### src/rtl/score_counter.sv
// score_counter
// -----------------------------------------------------------------------------
// Up/down score counter for the game score datapath. Increment and decrement
// requests come from the hit-detect and miss logic. The counter either
// saturates at 0 / MAX_COUNT or wraps modulo MAX_COUNT+1. It also keeps a
// running high-score register that the score display reads.
//
// Parameters
//   WIDTH        bit width of count, load_value and high_score
//   MAX_COUNT    terminal value, 1 .. 2^WIDTH-1
//   STEP         amount added or subtracted per event, 1 .. MAX_COUNT
//   SATURATE     1 = clamp at 0 / MAX_COUNT, 0 = wrap modulo MAX_COUNT+1
//   EDGE_DETECT  1 = count on rising edges of the requests,
//                0 = count every cycle a request is high
//
// Ports
//   clk         system clock, all logic on posedge
//   reset       synchronous active-high reset, clears everything
//   clear       synchronous count clear, high_score retained
//   load        synchronous load of load_value (clamped to MAX_COUNT)
//   load_value  value loaded when load=1
//   increment   up request
//   decrement   down request
//   count       current score (registered)
//   high_score  maximum count reached since reset (registered)
//   at_max      count == MAX_COUNT
//   at_zero     count == 0
//   overflow    one-cycle pulse, an up event went past MAX_COUNT
//   underflow   one-cycle pulse, a down event went below 0
//   new_high    one-cycle pulse, high_score was updated
//
// Priority per cycle: reset > clear > load > increment/decrement.
// -----------------------------------------------------------------------------
module score_counter #(
    parameter int WIDTH       = 8,
    parameter int MAX_COUNT   = 255,
    parameter int STEP        = 1,
    parameter bit SATURATE    = 1'b1,
    parameter bit EDGE_DETECT = 1'b1
) (
    input  logic             clk,
    input  logic             reset,
    input  logic             clear,
    input  logic             load,
    input  logic [WIDTH-1:0] load_value,
    input  logic             increment,
    input  logic             decrement,
    output logic [WIDTH-1:0] count,
    output logic [WIDTH-1:0] high_score,
    output logic             at_max,
    output logic             at_zero,
    output logic             overflow,
    output logic             underflow,
    output logic             new_high
);

    // Out-of-range parameters are flagged at elaboration.
    if (WIDTH < 1 || WIDTH > 31) begin : g_bad_width
        $error("score_counter: WIDTH=%0d out of range", WIDTH);
    end
    if (MAX_COUNT < 1 || longint'(MAX_COUNT) > (longint'(1) << WIDTH) - 1) begin : g_bad_max
        $error("score_counter: MAX_COUNT=%0d out of range", MAX_COUNT);
    end
    if (STEP < 1 || STEP > MAX_COUNT) begin : g_bad_step
        $error("score_counter: STEP=%0d out of range", STEP);
    end

    // Arithmetic is done one bit wider so count+STEP and MAX_COUNT+1 never
    // lose their carry.
    localparam logic [WIDTH:0]   MAX_EXT  = (WIDTH+1)'(MAX_COUNT);
    localparam logic [WIDTH:0]   STEP_EXT = (WIDTH+1)'(STEP);
    localparam logic [WIDTH:0]   MOD_EXT  = (WIDTH+1)'(MAX_COUNT + 1);
    localparam logic [WIDTH-1:0] MAX_W    = WIDTH'(MAX_COUNT);

    logic             inc_q;
    logic             dec_q;
    logic             up_evt;
    logic             dn_evt;
    logic [WIDTH:0]   count_ext;
    logic [WIDTH:0]   up_sum;
    logic [WIDTH:0]   up_wrap;
    logic [WIDTH:0]   dn_sub;
    logic [WIDTH:0]   dn_wrap;
    logic             up_ovf;
    logic             dn_unf;
    logic [WIDTH-1:0] load_clamped;

    always_comb begin
        if (EDGE_DETECT) begin
            up_evt = increment & ~inc_q;
            dn_evt = decrement & ~dec_q;
        end else begin
            up_evt = increment;
            dn_evt = decrement;
        end
    end

    assign count_ext    = {1'b0, count};
    assign up_sum       = count_ext + STEP_EXT;
    assign up_ovf       = (up_sum > MAX_EXT);
    assign up_wrap      = up_sum - MOD_EXT;
    assign dn_unf       = (count_ext < STEP_EXT);
    assign dn_sub       = count_ext - STEP_EXT;
    // Only used when count < STEP, so the result is below MAX_COUNT+1.
    assign dn_wrap      = count_ext + MOD_EXT - STEP_EXT;
    assign load_clamped = (load_value > MAX_W) ? MAX_W : load_value;

    assign at_max  = (count == MAX_W);
    assign at_zero = (count == '0);

    always_ff @(posedge clk) begin
        // Request history is tracked unconditionally, so a request held high
        // across reset, clear or load does not look like a fresh edge later.
        inc_q <= increment;
        dec_q <= decrement;

        if (reset) begin
            count      <= '0;
            high_score <= '0;
            overflow   <= 1'b0;
            underflow  <= 1'b0;
            new_high   <= 1'b0;
        end else begin
            overflow  <= 1'b0;
            underflow <= 1'b0;
            new_high  <= 1'b0;

            // high_score follows the registered count, one cycle behind it.
            if (count > high_score) begin
                high_score <= count;
                new_high   <= 1'b1;
            end

            if (clear) begin
                count <= '0;
            end else if (load) begin
                count <= load_clamped;
            end else if (up_evt && !dn_evt) begin
                if (!up_ovf) begin
                    count <= up_sum[WIDTH-1:0];
                end else begin
                    overflow <= 1'b1;
                    count    <= SATURATE ? MAX_W : up_wrap[WIDTH-1:0];
                end
            end else if (dn_evt && !up_evt) begin
                if (!dn_unf) begin
                    count <= dn_sub[WIDTH-1:0];
                end else begin
                    underflow <= 1'b1;
                    count     <= SATURATE ? '0 : dn_wrap[WIDTH-1:0];
                end
            end
        end
    end

endmodule

### config.mk
export PLATFORM = sky130hd
export DESIGN_NAME = score_counter
export DESIGN_NICKNAME = d
export VERILOG_FILES = /design/src/rtl/score_counter.sv
export SDC_FILE = /design/constraint.sdc
export NUM_CORES = 1
export LEC_CHECK = 0
export ABC_AREA = 1
export CAP_MARGIN = 10
export CORE_UTILIZATION = 50
export CTS_CLUSTER_SIZE = 12
export DETAILED_ROUTE_END_ITERATION = 8
export PLACE_DENSITY_LB_ADDON = 0.2
export REMOVE_ABC_BUFFERS = 1
export SYNTH_ARGS = -nofsm -noshare
export SYNTH_HDL_FRONTEND = slang
export SYNTH_SLANG_ARGS = --single-unit
### constraint.sdc
create_clock -name clk -period 3.66 [get_ports clk]
set_input_delay 0.732 -clock clk [delete_from_list [all_inputs] [get_ports clk]]
set_output_delay 0.732 -clock clk [all_outputs]
set_load 0.01 [all_outputs]
# Yosys cells after proc, flatten, opt, wreduce, memory -nomap -nowiden
# Index checks and enable logic that the tools add are counted.
[op_classes] n_addsub=2 order_cmp=4 n_eq_ne=1 muxes=9 bitwise_logic=6 n_reduce_logical=9
[op_table] op="$mux W8" count=6
[op_table] op="$add A8 B1 Y9 const B" count=1
[op_table] op="$gt A9 B8 Y1 const B" count=1
[op_table] op="$eq A8 B8 Y1 const B" count=1
[op_table] op="$gt A8 B8 Y1" count=1
[op_table] op="$gt A8 B8 Y1 const B" count=1
[op_table] op="$logic_not A8 Y1" count=1
[op_table] op="$lt A8 B1 Y1 const B" count=1
[op_table] op="$sub A8 B1 Y8 const B" count=1
[op_table] op="$reduce_or A5 Y1" count=1
[op_table] op="$not A1 Y1" count=4
[op_table] op="$reduce_or A4 Y1" count=1
[op_table] op="$mux W1" count=3
[op_table] op="$reduce_bool A3 Y1" count=1
[op_table] op="$and A1 B1 Y1" count=2
[op_table] op="$logic_and A1 B1 Y1" count=2
[op_table] op="$logic_not A1 Y1" count=2
[op_table] op="$reduce_or A2 Y1" count=1
[word_totals] ff_bits=21 inputBits=14 output_inout_bits=21 word_cells=38

# Logic depth before layout (Yosys ltp)
[logic_depth] ltp_word=7 depth_mapped=11 mapped_depth_nobuf=11

# Least setup slack after synthesis
# OpenSTA, ideal clock, no wires.
[synth_path] path_type="reg2out" startpoint="register count[1]" endpoint="output at_max" arrival_time_ps=1144 required_time_ps=2928 path_slack_ps=1784 stages_incl_launch_ff=6 n_path_buf=0 cell_sequence="dfxtp_1 ha_1 nand2_1 inv_2 nand2_2 nor2_4"
[synth_between] elab_chain_cells=1
[synth_lines] element="start: declaration" line="48" source="output logic [WIDTH-1:0] count,"
[synth_lines] element="start signal: assignment" line="137" source="count <= load_clamped;"
[synth_lines] element="start signal: assignment" line="140" source="count <= up_sum[WIDTH-1:0];"
[synth_lines] element="start signal: assignment" line="143" source="count <= SATURATE ? MAX_W : up_wrap[WIDTH-1:0];"
[synth_lines] element="$eq A8 B8 Y1" line="108" source="assign at_max = (count == MAX_W);"
[synth_lines] element="end: declaration" line="50" source="output logic at_max,"
# No other way between the ends.

# Final worst setup path
# Ends and elaborated chain as after synthesis.

==> metrics.md <==
| Metric | Value |
|---|---|
| CTS tree | `yes` |
| GPL Wtd Cong | `0.909` |
| RSZ-0062 raised after global routing | `false` |
| Setup violations, final | `0` |
| Row count | `19` |
| Setup WS post-layout | `783 ps` |
| H-tree Lvls | `1` |
| Hpwl dp | `2610 um` |
| Syn Area/Cell | `6.86 um2` |
| Die W | `57.5 um` |
| Drt via density | `5.23` |
| Total track usage | `0.228` |
| Router iterations before antenna repair | `6` |
| Setup bufs post-CTS | `0` |
| Switch share | `0.388` |
| Synth unique cells | `30` |
| Core area | `2830 um2` |
| Routed WL | `3450 um` |
| Vias in the first global route | `1341` |
| Failing checks | `design-rule violations` |
| Die height | `57.5 um` |
| Leakage power | `0.794 nW` |
| Skew final | `6.17 ps` |
| Syn. warnings | `0` |
| Clock Latency Late Sink | `310 ps` |
| Layout fillers | `258` |
| CP Max Fanout | `8` |
| Worst Hold End | `high_score[4]$_SDFFE_PP0P_` |
| CP Data Required Time | `2930 ps` |
| Largest net degree at the start of global routing | `17` |
| Post-synthesis cell count | `225` |
| Hold buffer count at CTS | `0` |
| HP Start | `high_score[4]$_SDFFE_PP0P_` |
| Comb power frac | `0.406` |
| Mapped cell area | `1540 um2` |
| Met3 WL | `289 um` |
| DRT antenna net count | `0` |
| Kind of critical path | `reg -> out` |
| GRT overflow | `0` |
| CP Launch Type | `register` |
| PortBufs | `34` |
| Tcrit/Tclk final | `0.786` |
| Clk network pwr share | `0.182` |
| Die Area | `3310 um2` |
| Worst Tran Pin Value | `571 ps` |
| FF+latch count, synth | `21` |
| Final hold vios | `0` |
| Final Max Slew Viols | `0` |
| Fin nets | `285` |
| I/O pins | `35` |
| RR Startpoint | `count[3]$_SDFFE_PP0P_` |
| Max Used Layer | `met4` |
| Reg2reg setup slack | `1540 ps` |
| Average wire per standard cell | `11.9 um` |
| Post-CTS Resized | `0` |
| Met1 WL | `1600 um` |
| Sequential share of power | `0.413` |
| Vias | `1511` |
| Worst setup EP type | `primary output` |
| Internal power | `0.396 mW` |
| Initial Util | `0.545` |
| P_sw | `0.251 mW` |
| DRC Markers | `3` |
| CTS buffer count | `3` |
| HP Class | `reg -> reg` |
| R2r worst-path depth | `8` |
| Footprint of the multi-input gates | `977 um2` |
| Met2 WL post-DR | `1540 um` |
| Fmax | `348 MHz` |
| Status | `finished, violations left` |
| DR iter-0 viols | `57` |
| VDD IR max | `0.251 mV` |
| Sequential Area | `420 um2` |
| FF-to-FF End | `high_score[2]$_SDFFE_PP0P_` |
| Clock sink total | `21` |
| Power Density | `338 nW/um2` |
| Placement Setup Slack | `1130 ps` |
| Setup TNS | `0 ps` |
| Period minus WS final | `2880 ps` |
| Share of cells above drive strength 1 | `0.112` |
| Ant diodes | `0` |
| Clk slew on worst S/H paths | `130 ps` |
| Antenna violations before repair | `0` |
| Hold Path Stages | `2` |
| First-pass GRT wire length | `5910 um` |
| Sequential area share after synthesis | `0.273` |
| Root buf cell | `clkbuf_4` |
| Area delta synth->final | `23.9%` |
| Crit path arrival time | `2150 ps` |
| Max-Slew Margin vs Limit | `0.619` |
| CTS Buffer Depth | `2` |
| Max Cap Viol | `0` |
## state kept, by name, indices dropped and copies added, names as in the netlist
register,cells
new_high,1
count,8
dec_q,1
high_score,8
overflow,1
underflow,1
inc_q,1
## placed cells by master (no fill, tap or decap)
cell             count
a211oi_2             1
a21oi_1             19
a21oi_2              4
a31oi_1              1
clkbuf_1             1
clkbuf_4             3
clkdlybuf4s50_1     34
dfxtp_1             21
ha_1                12
inv_1               25
inv_2                4
nand2_1             50
nand2_2              4
nand2_4              1
nand3_1             19
nand3_2              2
nand3_4              1
nand4_1              2
nand4_2              1
nor2_1              19
nor2_2               4
nor2_4               1
nor4_1               1
o211ai_2             1
o21ai_0             11
o21ai_1              6
o21ai_2              2
or2_1                1
xnor2_1              2
xor2_1               5
## kinds of logic (layout without fill, tap and decap cells)
kind of cell	after synthesis	count (layout)	share of synthesized area
AND/OR/NAND/NOR	106	106	0.325
flip-flops	21	21	0.273
buffers and inverters	34	67	0.0941
adder cells (fa/ha/maj)	12	12	0.0973
XOR/XNOR	7	7	0.0397
AO/OA/AOI/OAI	45	45	0.171
## power by group through the flow
stage          registers (mW)  clock network, mW  logic (mW)
3_3_place_gp            0.272                  0       0.257
2_1_floorplan           0.275                  0       0.163
5_1_grt                 0.269              0.130       0.298
6_report                0.267              0.117       0.262
4_1_cts                 0.267              0.120       0.262
3_5_place_dp            0.272                  0       0.261
## Yosys cell counts
| cell | number | area [um2] |
|---|---|---|
| nand2_1 | 50 | 188 |
| inv_1 | 25 | 93.8 |
| dfxtp_1 | 21 | 420 |
| a21oi_1 | 19 | 95.1 |
| nand3_1 | 19 | 95.1 |
| nor2_1 | 19 | 71.3 |
| ha_1 | 12 | 150 |
| o21ai_0 | 11 | 55.1 |
| o21ai_1 | 6 | 30.0 |
| xor2_1 | 5 | 43.8 |
| a21oi_2 | 4 | 35.0 |
| inv_2 | 4 | 15.0 |
| nand2_2 | 4 | 25.0 |
| nor2_2 | 4 | 25.0 |
| buf_2 | 2 | 10.0 |
| buf_6 | 2 | 22.5 |
| nand3_2 | 2 | 20.0 |
| nand4_1 | 2 | 12.5 |
| o21ai_2 | 2 | 17.5 |
| xnor2_1 | 2 | 17.5 |
| a211oi_2 | 1 | 12.5 |
| a31oi_1 | 1 | 6.26 |
| clkbuf_1 | 1 | 3.75 |
| nand2_4 | 1 | 11.3 |
| nand3_4 | 1 | 17.5 |
| nand4_2 | 1 | 12.5 |
| nor2_4 | 1 | 11.3 |
| nor4_1 | 1 | 6.26 |
| o211ai_2 | 1 | 12.5 |
| or2_1 | 1 | 6.26 |
## critical path: stages (launching register included)
cell	delay (ps)
dfxtp_1	540
ha_1	340
nand2_1	90
inv_2	90
nand2_2	70
nor2_4	140
clkdlybuf4s50_1	560
## worst max-delay path by stage
stage | start | end | slack (ps) | cells after the start
floorplan | count[1]$_SDFFE_PP0P_ | at_max | 1760 | 5
global placement | count[1]$_SDFFE_PP0P_ | at_max | 1150 | 6
detailed placement | load | count[4]$_SDFFE_PP0P_ | 1130 | 5
CTS | count[1]$_SDFFE_PP0P_ | at_max | 780 | 6
global route | count[1]$_SDFFE_PP0P_ | at_max | 650 | 6
finish | count[1]$_SDFFE_PP0P_ | at_max | 780 | 6
## metal layers
layer / GRT usage / vias up
li1: - / 799
met1: 0.308 / 648
met2: 0.380 / 60
met3: 0.0227 / 4
met4: 0.0732 / 0
met5: 0 / -
## through the flow
stage               cell area (um2)  hold slack, ps   util  power [mW]  instances
floorplan                      1510             492      -       0.438        220
global placement               1890             467  0.667       0.529        285
detailed placement             1890             471  0.667       0.533        285
CTS                            1910             489  0.676       0.649        289
global route                   1910             524  0.676       0.697        289
finish                         1910             484  0.676       0.646        289
## layout make-up
| cell class | count | share of cell area |
|---|---|---|
| clock buffers | 4 | 0.0137 |
| repair buffers | 34 | 0.178 |
| flip-flops and latches | 21 | 0.220 |
| well taps | 31 | 0.0203 |
| multi-input cells | 170 | 0.511 |
| inverters | 29 | 0.0569 |
(Power assumes the default switching activity.)
